==> src/rtl/ctrl_lancer.sv <==
// Roll sequencer for the dice datapath: free-running die counter, animated
// display while the button is held, then 1..NB_MAX dice latched DELAI cycles
// apart after release, accumulated into a sum with a completion pulse.
module ctrl_lancer #(
    parameter int DIV_ANIM = 2500000,
    parameter int DELAI    = 5000000,
    parameter int NB_MAX   = 4
) (
    input  logic       clk,
    input  logic       reset_n,
    input  logic       lancer,
    input  logic [2:0] nb_des,
    input  logic [6:0] min_de,
    input  logic [6:0] faces_de,
    output logic [6:0] valeur_de,
    output logic [8:0] somme,
    output logic [2:0] num_de,
    output logic       occupe,
    output logic       pret
);

    localparam int DIV_W = (DIV_ANIM > 1) ? $clog2(DIV_ANIM) : 1;
    localparam int AT_W  = (DELAI > 1) ? $clog2(DELAI) : 1;
    localparam logic [DIV_W-1:0] DIV_LAST = DIV_W'(DIV_ANIM - 1);
    localparam logic [AT_W-1:0]  AT_INIT  = AT_W'(DELAI - 1);
    localparam logic [2:0]       NB_LIM   = 3'(NB_MAX);

    typedef enum logic [1:0] {
        REPOS  = 2'd0,
        ROULE  = 2'd1,
        TIRAGE = 2'd2,
        FINI   = 2'd3
    } state_t;

    state_t           state_q;
    logic [6:0]       cnt_q, cnt_d;
    logic [6:0]       min_q, faces_q;
    logic [2:0]       nb_q;
    logic [DIV_W-1:0] div_q;
    logic [AT_W-1:0]  attente_q;
    logic [6:0]       valeur_q;
    logic [8:0]       somme_q;
    logic [2:0]       num_q;
    logic             pret_q;
    logic             lancer_prec_q;

    logic [6:0] lo, hi;
    logic [2:0] nb_clamp;
    logic       rise;

    // Die bounds: live while idle, frozen copies for the whole roll.
    always_comb begin
        lo       = (state_q == REPOS) ? min_de   : min_q;
        hi       = (state_q == REPOS) ? faces_de : faces_q;
        cnt_d    = (cnt_q < lo || cnt_q >= hi) ? lo : cnt_q + 7'd1;
        nb_clamp = (nb_des == 3'd0) ? 3'd1 : ((nb_des > NB_LIM) ? NB_LIM : nb_des);
        rise     = lancer & ~lancer_prec_q;
    end

    // Free-running die counter, cycles min..faces in every state.
    always_ff @(posedge clk or negedge reset_n) begin
        if (!reset_n) cnt_q <= 7'd0;
        else          cnt_q <= cnt_d;
    end

    // Roll FSM with registered outputs; pret is high exactly during FINI.
    always_ff @(posedge clk or negedge reset_n) begin
        if (!reset_n) begin
            state_q       <= REPOS;
            min_q         <= 7'd0;
            faces_q       <= 7'd0;
            nb_q          <= 3'd0;
            div_q         <= '0;
            attente_q     <= '0;
            valeur_q      <= 7'd0;
            somme_q       <= 9'd0;
            num_q         <= 3'd0;
            pret_q        <= 1'b0;
            lancer_prec_q <= 1'b0;
        end else begin
            lancer_prec_q <= lancer;
            pret_q        <= 1'b0;
            case (state_q)
                REPOS: begin
                    if (rise) begin
                        state_q <= ROULE;
                        min_q   <= min_de;
                        faces_q <= faces_de;
                        nb_q    <= nb_clamp;
                        somme_q <= 9'd0;
                        num_q   <= 3'd0;
                        div_q   <= '0;
                    end
                end
                ROULE: begin
                    if (lancer) begin
                        // Animation: refresh the display every DIV_ANIM cycles.
                        if (div_q == DIV_LAST) begin
                            div_q    <= '0;
                            valeur_q <= cnt_q;
                        end else begin
                            div_q <= div_q + DIV_W'(1);
                        end
                    end else begin
                        // Release: first die is the counter value right now.
                        valeur_q <= cnt_q;
                        somme_q  <= {2'b00, cnt_q};
                        num_q    <= 3'd1;
                        if (nb_q == 3'd1) begin
                            state_q <= FINI;
                            pret_q  <= 1'b1;
                        end else begin
                            attente_q <= AT_INIT;
                            state_q   <= TIRAGE;
                        end
                    end
                end
                TIRAGE: begin
                    if (attente_q != '0) begin
                        attente_q <= attente_q - AT_W'(1);
                    end else begin
                        valeur_q <= cnt_q;
                        somme_q  <= somme_q + {2'b00, cnt_q};
                        num_q    <= num_q + 3'd1;
                        if (num_q + 3'd1 == nb_q) begin
                            state_q <= FINI;
                            pret_q  <= 1'b1;
                        end else begin
                            attente_q <= AT_INIT;
                        end
                    end
                end
                FINI: begin
                    state_q <= REPOS;
                end
                default: state_q <= REPOS;
            endcase
        end
    end

    assign valeur_de = valeur_q;
    assign somme     = somme_q;
    assign num_de    = num_q;
    assign pret      = pret_q;
    assign occupe    = (state_q == ROULE) || (state_q == TIRAGE);

endmodule

==> config.mk <==
export PLATFORM = sky130hd
export DESIGN_NAME = ctrl_lancer
export DESIGN_NICKNAME = d
export VERILOG_FILES = /design/src/rtl/ctrl_lancer.sv
export SDC_FILE = /design/constraint.sdc
export NUM_CORES = 1
export LEC_CHECK = 0
export ABC_AREA = 1
export CAP_MARGIN = 20
export CELL_PAD_IN_SITES_DETAIL_PLACEMENT = 0
export CELL_PAD_IN_SITES_GLOBAL_PLACEMENT = 1
export CORE_MARGIN = 5
export CORE_UTILIZATION = 44
export CTS_CLUSTER_SIZE = 25
export DETAILED_ROUTE_END_ITERATION = 8
export GPL_TIMING_DRIVEN = 0
export PLACE_DENSITY = 0.93
export SKIP_CTS_REPAIR_TIMING = 1
export SKIP_LAST_GASP = 1
export SLEW_MARGIN = 20
export SYNTH_ARGS = -nofsm -noshare
export SYNTH_HDL_FRONTEND = slang
export SYNTH_SLANG_ARGS = --single-unit
==> constraint.sdc <==
create_clock -name clk -period 3.4 [get_ports clk]
set_input_delay 0.34 -clock clk [delete_from_list [all_inputs] [get_ports clk]]
set_output_delay 0.34 -clock clk [all_outputs]
set_load 0.05 [all_outputs]
==> results of run 1 <==
cell usage in the layout, fill, tap and decap left out, types with 22 or more instances in the layout:
cell	n
inv_1	104
clkdlybuf4s50_1	39
o21ai_0	55
nand2_1	264
nand4_1	38
nor2_1	90
ha_1	29
nand3_1	60
dfrtp_1	92
o21ai_1	22
worst reg2reg max path: stages, from the launching register on:
cell and delay (ns):
dfrtp_1 0.42, inv_1 0.14, ha_1 0.38, clkbuf_2 0.28, clkbuf_2 0.24, o21ai_0 0.13, ha_1 0.32, a21oi_1 0.13
o21ai_0 0.16, a211oi_4 0.43, nand2_2 0.18, nand2_1 0.10, nand2_1 0.05
Yosys cell counts:
library cell,instances,area (sq um)
nand2_2,6,37.54
nor2_4,3,33.78
o21a_1,1,7.510
o21bai_1,1,7.510
or2_2,4,25.02
buf_2,5,25.02
nor3_2,2,20.02
xnor2_1,4,35.03
nor4_1,1,6.260
xor2_1,8,70.07
o21ai_1,22,110.1
inv_1,104,390.4
ha_1,29,362.9
o22ai_1,8,50.05
nand3_2,3,30.03
a21oi_1,20,100.1
nand2_1,264,991.0
a211oi_2,1,12.51
nor2_1,90,337.8
o31a_1,1,8.760
clkbuf_1,10,37.54
o21ai_2,6,52.55
fa_1,1,20.02
o211ai_1,1,7.510
o21ai_0,55,275.3
buf_4,3,22.52
nor3_1,16,80.08
buf_6,2,22.52
a21o_1,2,15.01
inv_2,4,15.01
nand3_1,60,300.3
nand3b_1,6,45.04
nand4_1,38,237.7
dfrtp_1,92,2302
nor2_2,5,31.28
a31oi_1,1,6.260
flip-flops by register name, summed over array words and instances, names as in the netlist:
register / flops
pret: 1
valeur_de: 7
somme: 9
div_q: 22
min_q: 7
attente_q: 23
state_q: 2
num_de: 3
lancer_prec_q: 1
cnt_q: 7
faces_q: 7
nb_q: 3
through the flow:
step,cells,util,cell area (sq um)
3_5_place_dp,1100,0.4927,6787
2_1_floorplan,879,-,6132
5_1_grt,1117,0.5138,7077
4_1_cts,1116,0.5124,7057
6_report,1117,0.5138,7077
3_3_place_gp,1099,0.4906,6758
cell type report:
cell class | instances | area (sq um) | share of cell area
buffer | 20 | 110.1 | 0.01556
clock buffer | 11 | 242.7 | 0.03430
clock inverter | 5 | 27.53 | 0.003890
inverter | 108 | 405.4 | 0.05728
multi-input combinational | 659 | 3324 | 0.4698
sequential | 92 | 2302 | 0.3253
tap | 180 | 225.2 | 0.03182
timing repair buffer | 42 | 439.2 | 0.06206
cells by family after synthesis:
| kind of cell | Yosys count |
|---|---|
| adders and majority gates | 30 |
| and+or+nand+nor | 498 |
| DFF | 92 |
| AOI/OAI and AO/OA | 119 |
| xor gates and xnor gates | 12 |
| buffers and inverters | 128 |
routing by layer:
metal / wire [um] / track usage / part of all wire
met1: 7680 / 0.2790 / 0.48
met2: 7457 / 0.3361 / 0.46
met3: 581 / 0.02833 / 0.036
met4: 341 / 0.07054 / 0.021
met5: 0 / 0 / 0
where the power goes:
part | total [W] | switching, W | leakage (nW) | internal, W
combinational | 0.00358 | 0.00237 | 2.05 | 0.00121
clock | 0.000947 | 0.000436 | 0.135 | 0.000511
sequential | 0.00178 | 0.000349 | 1.19 | 0.00143
total | 0.00630 | 0.00316 | 3.37 | 0.00314
how the worst min path moves through the flow:
stage	endpoint	slack [ns]	depth (start not counted)
finish	somme[7]	0.49	2
CTS	somme[7]	-0.08	1
global route	min_q[5]	0.51	2
detailed placement	somme[7]	0.30	1
floorplan	attente_q[0]	0.04	0
global placement	faces_q[4]	0.46	2
==> run_results.csv, run 1 <==
group,metric,value,unit
global_route,grt_max_degree,52,
global_route,overflow,0,
route,totalWireLength,16060,um
clock_tree,insertion_delay,0.35,ns
worst_setup_path,worst-path-buf-inv,3,
finish,drive_above_1_share,0.06724,
placed_design,place_ws,0.03897,ns
worst_setup_path,worstSetupStartpointType,"flop",
finish,nNetsFinal,982,
finish,antenna_cells,0,
yosys,syn_inst,879,
clock_tree,cts-root-buf,"clkbuf_16",
global_route,grt_pass1_wl,27300,um
yosys,yosys.area_share.adder,0.06244,
sta,maxSlewViolCount,0,
floorplan,die_area,16400,sq um
run,maxCapViolations,0,
clock_tree,cts_buffer_depth,2,
placed_design,dp_hpwl,11980,um
worst_setup_path,r2r-end,"cnt_q[5]",
worst_setup_path,worst_ep_required_time,3.64,ns
worst_setup_path,end_kind,"flop",
route,routed_via_density,5.201,
sta,hold_viol_final,0,
route,wire_per_inst,14.38,um
worst_setup_path,cp_max_fo,10,
sta,clock_skew,0.008493,ns
sta,setup_slack,0.3394,ns
yosys,ys_seq_elements,92,
status,status,"complete, no violations",
worst_setup_path,startpoint,"state_q[0]",
worst_setup_path,worstPathArrival,3.30,ns
finish,num-fill-cells,1413,
yosys,syn-num-nets,929,
floorplan,io_pins,41,
worst_setup_path,rrSetupSlack,0.34,ns
worst_setup_path,cp.depth,12,
yosys,synth_xor_area_frac,0.01714,
clock_tree,cts_buffers,9,
sta,slew-limit-headroom,0.5926,
sta,setup_tns,0,ns
finish,area_growth,15.41,%
worst_setup_path,max_stage_delay,0.43,ns
floorplan,die_w,128.1,um
clock_tree,cts.clk_slew.worst_paths,0.07,ns
placed_design,gp_congestion,0.8873,
yosys,syn-cell-area,6132,sq um
global_route,antenna_found_initial,0,
sta,hold_slack,0.4871,ns
yosys,synth_compound_area_frac,0.1065,
clock_tree,clkSinkCount,92,
global_route,track_usage,0.2050,
pwr,p_leak,3.370,nW
yosys,synthMuxAreaShare,0,
yosys,synth_top_family_by_area,"simple AND/OR/NAND/NOR gates",
sta,period_share,0.9002,
clock_tree,htreeDepth,3,
worst_setup_path,critical-path-top-delay-family,"compound AO/OA/AOI/OAI gates",
route,drt_iter0_drc,409,
placed_design,port_buffers,40,
yosys,seq_area_frac_synth,0.3754,
route,antenna_left,0,
floorplan,core_area,13770,sq um
floorplan,rows,43,
floorplan,initial_core_util,0.4452,
worst_setup_path,crit_end,"cnt_q[5]",
worst_setup_path,slowest_stage,"a211oi_4",
floorplan,fp.dieH,128.1,um
sta,finalSetupViolCount,0,
sta,rsz0062_at_grt,"no",
yosys,avgSynthCellArea,6.976,sq um
worst_setup_path,r2r_cells,12,
route,first_pass_iters,5,
route,vias,5810,
yosys,synth_simple_gate_area_share,0.3548,
worst_setup_path,regToRegStartpoint,"state_q[0]",
pwr,power_density,890.6,nW/um^2
global_route,grt_pass1_vias,5589,
route,drc,0,
yosys,yosys_warnings,0,
sta,period_needed,3.061,ns
worst_setup_path,crit_type,"flop to flop",
hold_path,min_path_type,"input pin to asynchronous set/reset pin",
yosys,ys_types,36,
worst_setup_path,crit_chain,"inv_1, ha_1, clkbuf_2, clkbuf_2, o21ai_0, ha_1, a21oi_1, o21ai_0, a211oi_4, nand2_2, nand2_1, nand2_1",
sta,clock.fmax,326.7,MHz
sta,worst_pin_slew,0.6111,ns
pwr,p_total,0.006302,W
clock_tree,cts_tree,"yes",
pwr,peakVddDrop,0.6556,mV
Power figures use the tool's default switching activity.
==> run 2: changes to the inputs <==
--- a/config.mk
+++ b/config.mk
@@ -11,6 +11,7 @@
 export CELL_PAD_IN_SITES_GLOBAL_PLACEMENT = 1
 export CORE_MARGIN = 5
 export CORE_UTILIZATION = 44
+export CTS_BUF_LIST = sky130_fd_sc_hd__clkbuf_16
 export CTS_CLUSTER_SIZE = 25
 export DETAILED_ROUTE_END_ITERATION = 8
 export GPL_TIMING_DRIVEN = 0
==> run 2 against run 1 <==
Utilization down 0.073 points. Clock power down 3.1%. Via count up 0.19%. Critical endpoint unchanged. Total power down 0.70%. Combinational power about the same. First-iteration DRC count down 9.5%. Final area down 0.14%. Register-to-register slack about the same.
==> run_results.csv, run 2 (synthesized netlist as in run 1, its figures left out) <==
group,metric,value,unit
route,vias,5821,
worst_setup_path,slowest_stage,"a211oi_4",
route,routed_via_density,5.211,
clock_tree,clkSinkCount,92,
global_route,antenna_found_initial,0,
clock_tree,cts-root-buf,"clkbuf_16",
route,wire_per_inst,14.33,um
worst_setup_path,crit_chain,"inv_1, ha_1, clkbuf_2, clkbuf_2, o21ai_0, ha_1, a21oi_1, o21ai_0, a211oi_4, nand2_2, nand2_1, nand2_1",
worst_setup_path,worstSetupStartpointType,"flop",
finish,seq_area,2302,sq um
sta,clock_skew,0.008395,ns
floorplan,die_w,128.1,um
worst_setup_path,end_kind,"flop",
worst_setup_path,crit_type,"flop to flop",
status,status,"complete, no violations",
finish,top_register,"attente_q",
floorplan,rows,43,
sta,period_share,0.9012,
sta,worst_pin_slew,0.6099,ns
placed_design,place_ws,0.03897,ns
clock_tree,htreeDepth,3,
route,drc,0,
finish,largest_reg_flops,23,
placed_design,port_buffers,40,
placed_design,gp_congestion,0.8873,
global_route,overflow,0,
sta,finalSetupViolCount,0,
floorplan,die_area,16400,sq um
worst_setup_path,worst_ep_required_time,3.64,ns
finish,fin_area,7067,sq um
route,drt_iter0_drc,370,
route,antenna_left,0,
sta,hold_viol_final,0,
run,maxCapViolations,0,
clock_tree,insertion_delay,0.35,ns
finish,layout_commonest_cell,"nand2_1",
route,totalWireLength,16000,um
sta,rsz0062_at_grt,"no",
floorplan,io_pins,41,
route,first_pass_iters,7,
pwr,p_leak,3.369,nW
pwr,peakVddDrop,0.6549,mV
worst_setup_path,cp_max_fo,10,
global_route,grt_pass1_vias,5569,
hold_path,min_path_type,"input pin to asynchronous set/reset pin",
clock_tree,cts_buffer_depth,2,
finish,antenna_cells,0,
global_route,track_usage,0.2038,
finish,num-fill-cells,1411,
sta,setup_tns,0,ns
global_route,grt_pass1_wl,27210,um
clock_tree,cts.clk_slew.worst_paths,0.07,ns
floorplan,initial_core_util,0.4452,
worst_setup_path,max_stage_delay,0.44,ns
worst_setup_path,worstPathArrival,3.30,ns
clock_tree,cts_tree,"yes",
finish,final_util,0.5131,
floorplan,fp.dieH,128.1,um
finish,mostFrequentLayoutCells,"264 x nand2_1, 105 x inv_1, 92 x dfrtp_1, 90 x nor2_1, 60 x nand3_1",
sta,slew-limit-headroom,0.5934,
sta,clock.fmax,326.4,MHz
finish,drive_above_1_share,0.06617,
sta,period_needed,3.064,ns
global_route,grt_max_degree,52,
finish,multi_input_area,3324,sq um
floorplan,core_area,13770,sq um
finish,area_growth,15.24,%
sta,setup_slack,0.3358,ns
finish,nNetsFinal,982,
pwr,power_density,885.6,nW/um^2
placed_design,dp_hpwl,11980,um
sta,maxSlewViolCount,0,
clock_tree,cts_buffers,9,
placed_design,placed_area,6787,sq um
run 2: power breakdown:
| group | leakage, nW | switching (W) | internal, W | total, W |
|---|---|---|---|---|
| logic | 2.05 | 0.00236 | 0.00120 | 0.00356 |
| clock network | 0.134 | 0.000432 | 0.000485 | 0.000918 |
| registers | 1.19 | 0.000349 | 0.00143 | 0.00178 |
run 2: routing by layer:
layer | global-route usage | wire (um)
met5 | 0 | 0
met4 | 0.06866 | 314
met3 | 0.02833 | 629
met2 | 0.3330 | 7409
met1 | 0.2787 | 7649
run 2: area by class of cell:
class | instances | share of cell area
buffer | 20 | 0.01558
clock buffer | 9 | 0.03187
clock inverter | 7 | 0.004958
inverter | 108 | 0.05737
multi-input combinational | 659 | 0.4704
sequential | 92 | 0.3258
tap | 180 | 0.03187
timing repair buffer | 42 | 0.06215
run 2: critical path: cells and delay by family (launching register included):
kind	cells	cell delay, ns
buffers and inverters	3	0.65
adder cells (fa/ha/maj)	2	0.70
AND/OR/NAND/NOR	3	0.33
AO/OA/AOI/OAI	4	0.85
flip-flops	1	0.42
run 2: worst paths after layout:
| check | startpoint | end | slack [ns] | cells past startpoint |
|---|---|---|---|---|
| max in group asynchronous | reset_n | div_q[20] | 2.31 | 3 |
| worst max register to register | state_q[0] | cnt_q[5] | 0.34 | 12 |
| worst min-delay path | reset_n | somme[7] | 0.49 | 2 |
| min in group clk | faces_q[5] | faces_q[5] | 0.49 | 2 |
| worst min register to register | faces_q[5] | faces_q[5] | 0.49 | 2 |
| worst max-delay path | state_q[0] | cnt_q[5] | 0.34 | 12 |
run 2: per-stage QoR:
stage          total power [W]  hold slack, ns  std cells
6_report              0.006258          0.4854       1117
5_1_grt               0.006849          0.5062       1117
4_1_cts               0.006250        -0.07812       1116
3_5_place_dp          0.005306          0.2979       1100
3_3_place_gp          0.005251          0.4610       1099
2_1_floorplan         0.004319         0.04441        879
==> run 3: changes to the inputs <==
--- a/config.mk
+++ b/config.mk
@@ -7,13 +7,14 @@
 export LEC_CHECK = 0
 export ABC_AREA = 1
 export CAP_MARGIN = 20
-export CELL_PAD_IN_SITES_DETAIL_PLACEMENT = 0
+export CELL_PAD_IN_SITES_DETAIL_PLACEMENT = 1
 export CELL_PAD_IN_SITES_GLOBAL_PLACEMENT = 1
 export CORE_MARGIN = 5
 export CORE_UTILIZATION = 44
 export CTS_BUF_LIST = sky130_fd_sc_hd__clkbuf_16
 export CTS_CLUSTER_SIZE = 25
 export DETAILED_ROUTE_END_ITERATION = 8
+export GPL_ROUTABILITY_DRIVEN = 0
 export GPL_TIMING_DRIVEN = 0
 export PLACE_DENSITY = 0.93
 export SKIP_CTS_REPAIR_TIMING = 1
==> run 3 against run 2 <==
Clock-buffer cell count unchanged. Combinational power is 13% higher. Final area grew 0.57%. Utilization is 0.29 points higher. Register-to-register slack worse by 0.11 ns. Critical path type unchanged. Highest routed layer unchanged.
==> run_results.csv, run 3 (synthesized netlist as in run 1, its figures left out) <==
group,metric,value,unit
route,drt_iter0_drc,398,
sta,clock_skew,0.01081,ns
worst_setup_path,worstSetupStartpointType,"flop",
route,drc,0,
sta,rsz0062_at_grt,"no",
placed_design,place_ws,-0.2831,ns
worst_setup_path,max_stage_delay,0.42,ns
clock_tree,cts.clk_slew.worst_paths,0.07,ns
placed_design,dp.cells,1100,
global_route,track_usage,0.2666,
floorplan,fp.dieH,128.1,um
worst_setup_path,worst-path-buf-inv,3,
worst_setup_path,crit_type,"flop to flop",
route,wire_per_inst,19.04,um
finish,largest_reg_flops,23,
sta,period_needed,3.179,ns
hold_path,min_path_type,"input pin to asynchronous set/reset pin",
pwr,p_leak,3.395,nW
placed_design,port_buffers,40,
sta,clock.fmax,314.6,MHz
sta,maxSlewViolCount,0,
floorplan,initial_core_util,0.4452,
sta,finalSetupViolCount,0,
worst_setup_path,critical-path-top-delay-family,"compound AO/OA/AOI/OAI gates",
finish,drive_above_1_share,0.06709,
floorplan,die_area,16400,sq um
sta,period_share,0.9349,
finish,antenna_cells,0,
worst_setup_path,slowest_stage,"dfrtp_1",
worst_setup_path,end_kind,"flop",
worst_setup_path,crit_chain,"inv_1, ha_2, clkbuf_2, clkbuf_2, nand2_1, o21ai_0, ha_1, a21oi_1, o21ai_0, a211oi_4, nand2_2, nand2_1, nand2_1",
global_route,grt_pass1_wl,34750,um
sta,worst_pin_slew,0.6882,ns
worst_setup_path,worst_ep_required_time,3.64,ns
run,maxCapViolations,0,
pwr,power_density,965.3,nW/um^2
worst_setup_path,worstPathArrival,3.42,ns
global_route,grt_pass1_vias,7001,
sta,setup_slack,0.2214,ns
placed_design,dp_hpwl,14970,um
worst_setup_path,cp_max_fo,10,
global_route,grt_max_degree,52,
route,vias,6441,
finish,mostFrequentLayoutCells,"264 x nand2_1, 107 x inv_1, 92 x dfrtp_1, 90 x nor2_1, 60 x nand3_1",
finish,top_register,"attente_q",
global_route,overflow,0,
finish,area_growth,15.89,%
clock_tree,insertion_delay,0.36,ns
sta,slew-limit-headroom,0.5412,
floorplan,core_area,13770,sq um
clock_tree,cts_buffer_depth,2,
route,totalWireLength,21310,um
global_route,antenna_found_initial,0,
clock_tree,cts_buffers,9,
floorplan,io_pins,41,
finish,stdcell_count,1119,
route,routed_via_density,5.756,
finish,nNetsFinal,985,
finish,final_util,0.5160,
floorplan,die_w,128.1,um
clock_tree,cts-root-buf,"clkbuf_16",
clock_tree,cts_tree,"yes",
worst_setup_path,rrSetupSlack,0.22,ns
floorplan,rows,43,
clock_tree,htreeDepth,3,
sta,hold_slack,0.4759,ns
sta,hold_viol_final,0,
route,first_pass_iters,5,
route,antenna_left,0,
pwr,peakVddDrop,0.8098,mV
worst_setup_path,cpMostUsedCell,"nand2_1",
clock_tree,clkSinkCount,92,
finish,layout_commonest_cell,"nand2_1",
status,status,"complete, no violations",
[run 3: cell count changes in the layout (fill, tap and decap cells not counted), sizes merged]
cell / previous run / this run
clkinv: 5 / 2
bufinv: 0 / 1
buf: 12 / 15
inv: 109 / 111
clkinvlp: 1 / 0
[run 3: per-stage QoR]
stage	cell area (sq um)	power (W)	setup TNS, ns
global route	7107	0.007315	0
detailed placement	6787	0.005547	-1.804
global placement	6758	0.005251	-147.75
floorplan	6132	0.004319	0
CTS	7062	0.006651	-1.934
finish	7107	0.006860	0
[run 3: layer usage]
layer  part of all wire  track usage  routed length [um]
met5                  0            0                   0
met4              0.041       0.1442                 871
met3              0.044      0.03958                 930
met2               0.50       0.4624               10710
met1               0.41       0.3172                8791
[run 3: where the power goes]
group	internal, W	switching [W]	total, W
combinational	0.00129	0.00274	0.00403
sequential	0.00143	0.000395	0.00182
clock	0.000555	0.000451	0.00101
total	0.00327	0.00359	0.00686
[run 3: final timing paths]
path / start / endpoint / depth (start not counted)
max in group asynchronous: reset_n / div_q[0] / 3
setup reg to reg: state_q[0] / cnt_q[6] / 13
hold reg to reg: min_q[2] / min_q[2] / 2
hold / removal: reset_n / somme[7] / 2
min in group clk: min_q[2] / min_q[2] / 2
setup / recovery: state_q[0] / cnt_q[6] / 13
[run 3: area by class of cell]
class | count | area (sq um)
well taps | 180 | 225.2
plain buffers | 20 | 110.1
flip-flops and latches | 92 | 2302
fillers | 1825 | 6666
inverters | 108 | 405.4
clock inverters | 6 | 50.05
multi-input cells | 659 | 3327
repair buffers | 45 | 461.7
clock buffers | 9 | 225.2
[run 3: worst register-to-register path, stage by stage (launching register included)]
cell	delay [ns]
dfrtp_1	0.42
inv_1	0.15
ha_2	0.30
clkbuf_2	0.27
clkbuf_2	0.26
nand2_1	0.10
o21ai_0	0.13
ha_1	0.33
a21oi_1	0.16
o21ai_0	0.20
a211oi_4	0.38
nand2_2	0.18
nand2_1	0.12
nand2_1	0.07
